<file path="src/rtl/ddr3_arb_pkg.sv">
// Shared encodings for the DDR3 read/write port arbiter.
package ddr3_arb_pkg;

    typedef enum logic [1:0] {
        S_INIT = 2'd0,
        S_IDLE = 2'd1,
        S_WR   = 2'd2,
        S_RD   = 2'd3
    } arb_state_t;

    typedef enum logic {
        OWN_WR = 1'b0,
        OWN_RD = 1'b1
    } owner_t;

    localparam int RUN_CNT_MAX = 15;
    localparam int RUN_CNT_W   = 4;

endpackage

</file>
<file path="src/rtl/ddr3_arb_watchdog.sv">
// Per-burst watchdog: clears when a grant is issued, counts while a grant is
// held and flags expiry on the cycle the count reaches TIMEOUT_CYCLES-1.
// Only instantiated when DDR3_ARB_WATCHDOG_EN is defined.
module ddr3_arb_watchdog #(
    parameter int TIMEOUT_CYCLES = 4096
) (
    input  logic clk,
    input  logic reset_n,
    input  logic start,
    input  logic active,
    input  logic done,
    output logic expire
);

    localparam int W = (TIMEOUT_CYCLES > 2) ? $clog2(TIMEOUT_CYCLES) : 1;
    localparam logic [W-1:0] LIMIT = W'(TIMEOUT_CYCLES - 1);

    logic [W-1:0] cnt;

    // Cycle counter: restart on grant entry, advance while the grant is held
    always_ff @(posedge clk or negedge reset_n) begin
        if (!reset_n)
            cnt <= '0;
        else if (start)
            cnt <= '0;
        else if (active)
            cnt <= cnt + 1'b1;
    end

    // A done pulse in the expiry cycle counts as a normal completion
    assign expire = active && (cnt == LIMIT) && !done;

endmodule

</file>
<file path="src/rtl/ddr3_rw_arbiter.sv">
// Burst-granular weighted round-robin arbiter sharing one DDR3 AXI port
// between the write bridge and the read bridge, gated by calibration.
// Optional per-burst watchdog: define DDR3_ARB_WATCHDOG_EN.
module ddr3_rw_arbiter
    import ddr3_arb_pkg::*;
#(
    parameter int WR_WEIGHT      = 4,
    parameter int RD_WEIGHT      = 4,
    parameter int CNT_WIDTH      = 32,
    parameter int TIMEOUT_CYCLES = 4096
) (
    input  logic                 clk,
    input  logic                 reset_n,
    input  logic                 init_calib_complete,
    input  logic                 wr_ddr3_req,
    input  logic                 rd_ddr3_req,
    input  logic                 wr_burst_done,
    input  logic                 rd_burst_done,
    output logic                 wr_grant,
    output logic                 rd_grant,
    output logic                 arb_busy,
    output logic [CNT_WIDTH-1:0] wr_burst_cnt,
    output logic [CNT_WIDTH-1:0] rd_burst_cnt,
    output logic                 err_timeout
);

    if (WR_WEIGHT < 1 || WR_WEIGHT > RUN_CNT_MAX || RD_WEIGHT < 1 ||
        RD_WEIGHT > RUN_CNT_MAX || CNT_WIDTH < 1 || TIMEOUT_CYCLES < 2) begin : g_bad_param
        $error("ddr3_rw_arbiter: parameter out of range");
    end

    localparam logic [RUN_CNT_W-1:0] WR_W    = RUN_CNT_W'(WR_WEIGHT);
    localparam logic [RUN_CNT_W-1:0] RD_W    = RUN_CNT_W'(RD_WEIGHT);
    localparam logic [RUN_CNT_W-1:0] RUN_MAX = RUN_CNT_W'(RUN_CNT_MAX);

    arb_state_t           state, state_nxt;
    owner_t               last_owner, new_owner;
    logic [RUN_CNT_W-1:0] run_cnt, weight_last;
    logic                 keep_last, grant_start;
    logic                 wr_done_ok, rd_done_ok;
    logic                 wd_expire;

    assign wr_done_ok = (state == S_WR) && wr_burst_done;
    assign rd_done_ok = (state == S_RD) && rd_burst_done;

    // Tie-break: stay with the last owner while it still has run credit.
    // A zero run count means nobody has been served yet, so the tie goes
    // to the side opposite the reset owner.
    always_comb begin
        weight_last = (last_owner == OWN_WR) ? WR_W : RD_W;
        keep_last   = (run_cnt != '0) && (run_cnt < weight_last);
    end

    // Next-state logic
    always_comb begin
        state_nxt = state;
        case (state)
            S_INIT: if (init_calib_complete) state_nxt = S_IDLE;
            S_IDLE: begin
                if (!init_calib_complete)
                    state_nxt = S_INIT;
                else if (wr_ddr3_req && !rd_ddr3_req)
                    state_nxt = S_WR;
                else if (rd_ddr3_req && !wr_ddr3_req)
                    state_nxt = S_RD;
                else if (wr_ddr3_req && rd_ddr3_req) begin
                    if (keep_last)
                        state_nxt = (last_owner == OWN_WR) ? S_WR : S_RD;
                    else
                        state_nxt = (last_owner == OWN_WR) ? S_RD : S_WR;
                end
            end
            S_WR:   if (wr_burst_done || wd_expire) state_nxt = S_IDLE;
            S_RD:   if (rd_burst_done || wd_expire) state_nxt = S_IDLE;
            default: state_nxt = S_INIT;
        endcase
    end

    assign grant_start = (state == S_IDLE) && ((state_nxt == S_WR) || (state_nxt == S_RD));
    assign new_owner   = (state_nxt == S_RD) ? OWN_RD : OWN_WR;

    // State register
    always_ff @(posedge clk or negedge reset_n) begin
        if (!reset_n)
            state <= S_INIT;
        else
            state <= state_nxt;
    end

    // Registered grant outputs, decoded from the next state
    always_ff @(posedge clk or negedge reset_n) begin
        if (!reset_n) begin
            wr_grant <= 1'b0;
            rd_grant <= 1'b0;
            arb_busy <= 1'b0;
        end else begin
            wr_grant <= (state_nxt == S_WR);
            rd_grant <= (state_nxt == S_RD);
            arb_busy <= (state_nxt == S_WR) || (state_nxt == S_RD);
        end
    end

    // Ownership history: run length of the current owner, saturating
    always_ff @(posedge clk or negedge reset_n) begin
        if (!reset_n) begin
            last_owner <= OWN_RD;
            run_cnt    <= '0;
        end else if (grant_start) begin
            last_owner <= new_owner;
            if (new_owner == last_owner)
                run_cnt <= (run_cnt == RUN_MAX) ? run_cnt : run_cnt + 1'b1;
            else
                run_cnt <= RUN_CNT_W'(1);
        end else if (wd_expire) begin
            // Hung burst: hand preference to the other side
            last_owner <= (last_owner == OWN_WR) ? OWN_RD : OWN_WR;
            run_cnt    <= RUN_CNT_W'(1);
        end
    end

    // Completed-burst statistics, only for done pulses matching the grant
    always_ff @(posedge clk or negedge reset_n) begin
        if (!reset_n) begin
            wr_burst_cnt <= '0;
            rd_burst_cnt <= '0;
        end else begin
            if (wr_done_ok) wr_burst_cnt <= wr_burst_cnt + 1'b1;
            if (rd_done_ok) rd_burst_cnt <= rd_burst_cnt + 1'b1;
        end
    end

`ifdef DDR3_ARB_WATCHDOG_EN
    logic in_grant;
    assign in_grant = (state == S_WR) || (state == S_RD);

    ddr3_arb_watchdog #(
        .TIMEOUT_CYCLES(TIMEOUT_CYCLES)
    ) u_watchdog (
        .clk     (clk),
        .reset_n (reset_n),
        .start   (grant_start),
        .active  (in_grant),
        .done    (wr_done_ok || rd_done_ok),
        .expire  (wd_expire)
    );

    // Sticky timeout flag
    always_ff @(posedge clk or negedge reset_n) begin
        if (!reset_n)
            err_timeout <= 1'b0;
        else if (wd_expire)
            err_timeout <= 1'b1;
    end
`else
    assign wd_expire   = 1'b0;
    assign err_timeout = 1'b0;
`endif

    // The two bridges must never own the port together
    a_grant_excl: assert property (@(posedge clk) disable iff (!reset_n) !(wr_grant && rd_grant));

endmodule

</file>
<file path="config.mk">
export PLATFORM = sky130hd
export DESIGN_NAME = ddr3_rw_arbiter
export DESIGN_NICKNAME = d
export VERILOG_FILES = /design/src/rtl/ddr3_arb_pkg.sv /design/src/rtl/ddr3_arb_watchdog.sv /design/src/rtl/ddr3_rw_arbiter.sv
export SDC_FILE = /design/constraint.sdc
export NUM_CORES = 1
export LEC_CHECK = 0
export CORE_MARGIN = 4
export CORE_UTILIZATION = 50
export DETAILED_ROUTE_END_ITERATION = 16
export PLACE_DENSITY = 0.79
export SETUP_SLACK_MARGIN = 0.5
export SYNTH_ARGS = -nofsm -noshare
export SYNTH_HDL_FRONTEND = slang
export SYNTH_SLANG_ARGS = --single-unit
</file>
<file path="constraint.sdc">
create_clock -name clk -period 2.1 [get_ports clk]
set_clock_uncertainty 0.15 [all_clocks]
set_input_delay 0.42 -clock clk [delete_from_list [all_inputs] [get_ports clk]]
set_output_delay 0.42 -clock clk [all_outputs]
set_load 0.1 [all_outputs]
</file>
==> flow_summary.toml, run 1 <==
[placement]
pre_cts_slack_ps = -443
place.gp.congestion = 0.770
io_buffers = 73
dp_hpwl_um = 6220

[yosys]
yosys_warnings = 0
synth_top_area_share_pct = 53.9
avgSynthCellArea_um2 = 11.0
netlist_area_um2 = 3390
synthFlopType = "dfrtp_1"
synth_fp_nets = 320
ys_seq_area_share_pct = 54.6
async_flop_share_pct = 100
synth_area_leaders = "dfrtp_1 (54%), xnor2_1 (9.6%), xor2_1 (7.2%), nand3_1 (3.5%), nand2_1 (3.1%)"
ys_ff_latch = 74
synth_common_cells = "dfrtp_1 (73), xnor2_1 (37), nand2_1 (28), xor2_1 (28)"
yosys.area.top_type = "dfrtp_1"
syn_inst = 309
synth.distinct_cells = 40
yosysMostFrequentCell = "dfrtp_1"
synth-edff-count = 0

[global_routing]
grt_max_degree = 41

[clock_tree]
cts_buffer_depth = 2
cts_buffers = 9
cts.sink_count = 74
root_buffer = "clkbuf_8"
htree_levels = 3

[status]
tool.error = "[ERROR DPL-0038] Utilization greater than 100%, impossible to legalize"
flow.stopped_at = "global routing (5_1_grt)"
status = "aborted with a tool error"

[sta]
grt-worst-endpoint = "rd_burst_cnt[22]$_DFFE_PN0P_/D"
worst-ep-kind = "register input"

[floorplanning]
row_count = 29
die_w_um = 90.4
die_height_um = 90.4
start_util_pct = 52.5
pin_count = 75
[timing repair]
item,CTS
setup buffers,41
resized for setup,89
endpoints found under the hold margin,17
pin swaps,36
hold buffers,1
endpoints found under the setup margin,94
[per-stage QoR]
step                      cell area, um2  TNS, ps  instances  hold WS [ps]  utilization (%)
after global placement              5320    -5410        480           164             82.3
after CTS                           6250        0        538           342             96.7
after floorplan                     3740     -302        309         -25.6                -
after detailed placement            5320    -7560        480           168             82.3
[cell families after synthesis]
| family | share of synthesized area, % |
|---|---|
| adders and majority gates | 1.48 |
| AOI/OAI and AO/OA | 1.84 |
| muxes | 0.922 |
| and+or+nand+nor | 22.1 |
| DFF | 54.6 |
| xor gates and xnor gates | 16.8 |
| buffers and inverters | 2.10 |
| other | 0.111 |
==> run 2: changes to the inputs <==
--- a/config.mk
+++ b/config.mk
@@ -6,10 +6,9 @@
 export NUM_CORES = 1
 export LEC_CHECK = 0
 export CORE_MARGIN = 4
-export CORE_UTILIZATION = 50
+export CORE_UTILIZATION = 40
 export DETAILED_ROUTE_END_ITERATION = 16
-export PLACE_DENSITY = 0.79
-export SETUP_SLACK_MARGIN = 0.5
+export PLACE_DENSITY_LB_ADDON = 0.15
 export SYNTH_ARGS = -nofsm -noshare
 export SYNTH_HDL_FRONTEND = slang
 export SYNTH_SLANG_ARGS = --single-unit
==> run 2 against run 1 <==
Compared with the run above:
- synthesized cell count unchanged
- the flow now finishes without violations
- synthesized area unchanged
==> flow_summary.toml, run 2 <==
[status]
status = "complete, no violations"

[route]
vias_per_cell = 4.91
ant_nets = 0
avgRoutedWirePerCell_um = 14.2
drt-initial-drc-count = 84
drt-total-wl_um = 7620
dr.pass1.iters = 4
drc = 0
vias = 2635

[yosys]
netlist_area_um2 = 3390
synth.distinct_cells = 40
yosys_warnings = 0
synthFlopType = "dfrtp_1"
ys_seq_area_share_pct = 54.6
yosysMostFrequentCell = "dfrtp_1"
ys_ff_latch = 74
synth_fp_nets = 320
synth-edff-count = 0
async_flop_share_pct = 100
avgSynthCellArea_um2 = 11.0
synth_area_leaders = "dfrtp_1 (54%), xnor2_1 (9.6%), xor2_1 (7.2%), nand3_1 (3.5%), nand2_1 (3.1%)"
synth_top_area_share_pct = 53.9
synth_common_cells = "dfrtp_1 (73), xnor2_1 (37), nand2_1 (28), xor2_1 (28)"
yosys.area.top_type = "dfrtp_1"
syn_inst = 309

[floorplanning]
row_count = 33
coreArea_um2 = 8220
die_w_um = 100
pin_count = 75
start_util_pct = 41.3
die_area_um2 = 10000
die_height_um = 100

[clock_tree]
cts_buffers = 9
root_buffer = "clkbuf_8"
htree_levels = 3
clkTransAtPathRegs_ps = 70
cts_tree = "built"
clk_latency_ps = 340
cts.sink_count = 74
cts_buffer_depth = 2

[setup_path]
required_ps = 2210
crit_path_start_kind = "flip-flop"
arrival_ps = 2150
path_class = "reg -> reg"
crit_path_top_delay_cell = "or4_4"
max_stage_delay_ps = 570
worstPathCellList = "nand4_1 -> or4_4 -> or3_4 -> nor3_4 -> xor2_1"
setup.worst_path.end_class = "flip-flop"
crit_fanout = 4

[power_and_ir_drop]
p_int_w = 0.00311
p_clk_share_pct = 28.1
p_comb_share_pct = 35.3
p_leak_nw = 2.47
p_seq_share_pct = 36.5
powerDensity_nw_per_um2 = 875
vdd_ir_drop_max_mv = 1.07
sw_frac_of_total_pct = 35.5
power_switching_w = 0.00171

[sta]
hold_viol_final = 0
slew_headroom_pct = 62.5
clock.fmax_ghz = 0.492
min_period_over_period_pct = 96.9
worstMarginPinSlew_ps = 562
slew_violations = 0
rsz0062_at_grt = "yes"
period_minus_slack_ps = 2030
setup_viol = 0

[placement]
io_buffers = 73
place_inst = 514
dp_hpwl_um = 5790
place.gp.congestion = 0.839
post_dp_cell_area_um2 = 5170

[cells_and_area]
antenna_cells = 0
final_cells = 537
largestRegisters = "rd_burst_cnt: 32 flops, wr_burst_cnt: 32 flops, run_cnt: 4 flops"
finish.net_count = 438
layout-drive-gt1-share_pct = 45.8
final_common_cell = "buf_12"
fillers = 631
final_area_um2 = 5510
synthToLayoutAreaGrowth_pct = 62.6
final_cell_mix = "buf_12 (59), buf_4 (46), xnor2_1 (37), dfrtp_2 (33), xor2_1 (28)"

[global_routing]
grt_max_degree = 45
grt_pass1_vias = 2759
grt_overflow = 0
antenna_found_initial = 0
grt_util_all_layers_pct = 16.4
grt_pass1_wl_um = 13100

[job]
maxCapViolCount = 0

[worst_hold_path]
hold_path_class = "reg -> reg"
[run 2: cell counts after synthesis]
Identical to the previous run, type by type.
[run 2: final timing paths]
kind	cells after the start	endpoint	startpoint	slack, ps
setup / recovery	5	rd_burst_cnt[23]	rd_burst_cnt[2]	70
hold / removal	1	wr_burst_cnt[19]	wr_burst_cnt[19]	350
setup reg to reg	5	rd_burst_cnt[23]	rd_burst_cnt[2]	70
hold reg to reg	1	wr_burst_cnt[19]	wr_burst_cnt[19]	350
max in group asynchronous	3	rd_burst_cnt[18]	reset_n	770
min in group asynchronous	2	wr_burst_cnt[12]	reset_n	460
[run 2: cell type report]
cell class | instances | area [um2] | share of cell area [%]
inverters | 12 | 45.0 | 0.817
flip-flops and latches | 74 | 1970 | 35.8
well taps | 105 | 131 | 2.38
repair buffers | 111 | 1590 | 28.7
clock buffers | 11 | 151 | 2.75
clock inverters | 5 | 100 | 1.82
multi-input cells | 219 | 1530 | 27.7
[run 2: logic make-up after synthesis]
| kind of cell | count (synthesis) | synth area share [%] |
|---|---|---|
| xor gates and xnor gates | 65 | 16.8 |
| adders and majority gates | 4 | 1.48 |
| DFF | 74 | 54.6 |
| AOI/OAI and AO/OA | 9 | 1.84 |
| buffers and inverters | 16 | 2.10 |
| muxes | 3 | 0.922 |
| and+or+nand+nor | 137 | 22.1 |
| other | 1 | 0.111 |
[run 2: repair_timing]
item	in CTS	in global routing
setup buffers	0	6
pin swaps	2	5
hold buffers	1	0
setup endpoints to repair	3	10
endpoints found under the hold margin	42	0
resized for setup	3	5
[run 2: power by group through the flow]
stage / combinational (W) / clock (W) / sequential (W)
after floorplan: 0.000396 / 0 / 0.00243
final: 0.00171 / 0.00136 / 0.00176
after detailed placement: 0.00166 / 0 / 0.00179
after global placement: 0.00163 / 0 / 0.00179
after global routing: 0.00181 / 0.00145 / 0.00179
after CTS: 0.00166 / 0.00138 / 0.00177
[run 2: worst max-delay path, delay by kind of cell (launching register included)]
kind	cells	cell delay (ps)
xor gates and xnor gates	1	160
DFF	1	410
and+or+nand+nor	4	1230
[run 2: routing by layer]
metal	wire [um]	global-route usage, %	up-vias
li1	-	-	1281
met5	0	0	-
met1	3340	21.1	1280
met2	3790	27.1	60
met3	338	3.75	14
met4	144	6.11	0
[run 2: per-stage QoR]
stage	worst slack [ps]	total power (W)	setup TNS [ps]	utilization (%)	hold WS (ps)
final	66.1	0.00483	0	67.1	349
after global routing	-13.5	0.00505	-13.5	67.1	379
after CTS	47.0	0.00482	0	66.3	352
after detailed placement	-421	0.00345	-7800	63.0	307
after global placement	-376	0.00342	-6690	63.0	307
after floorplan	-61.7	0.00283	-273	-	-25.6
Power figures use the tool's default switching activity.
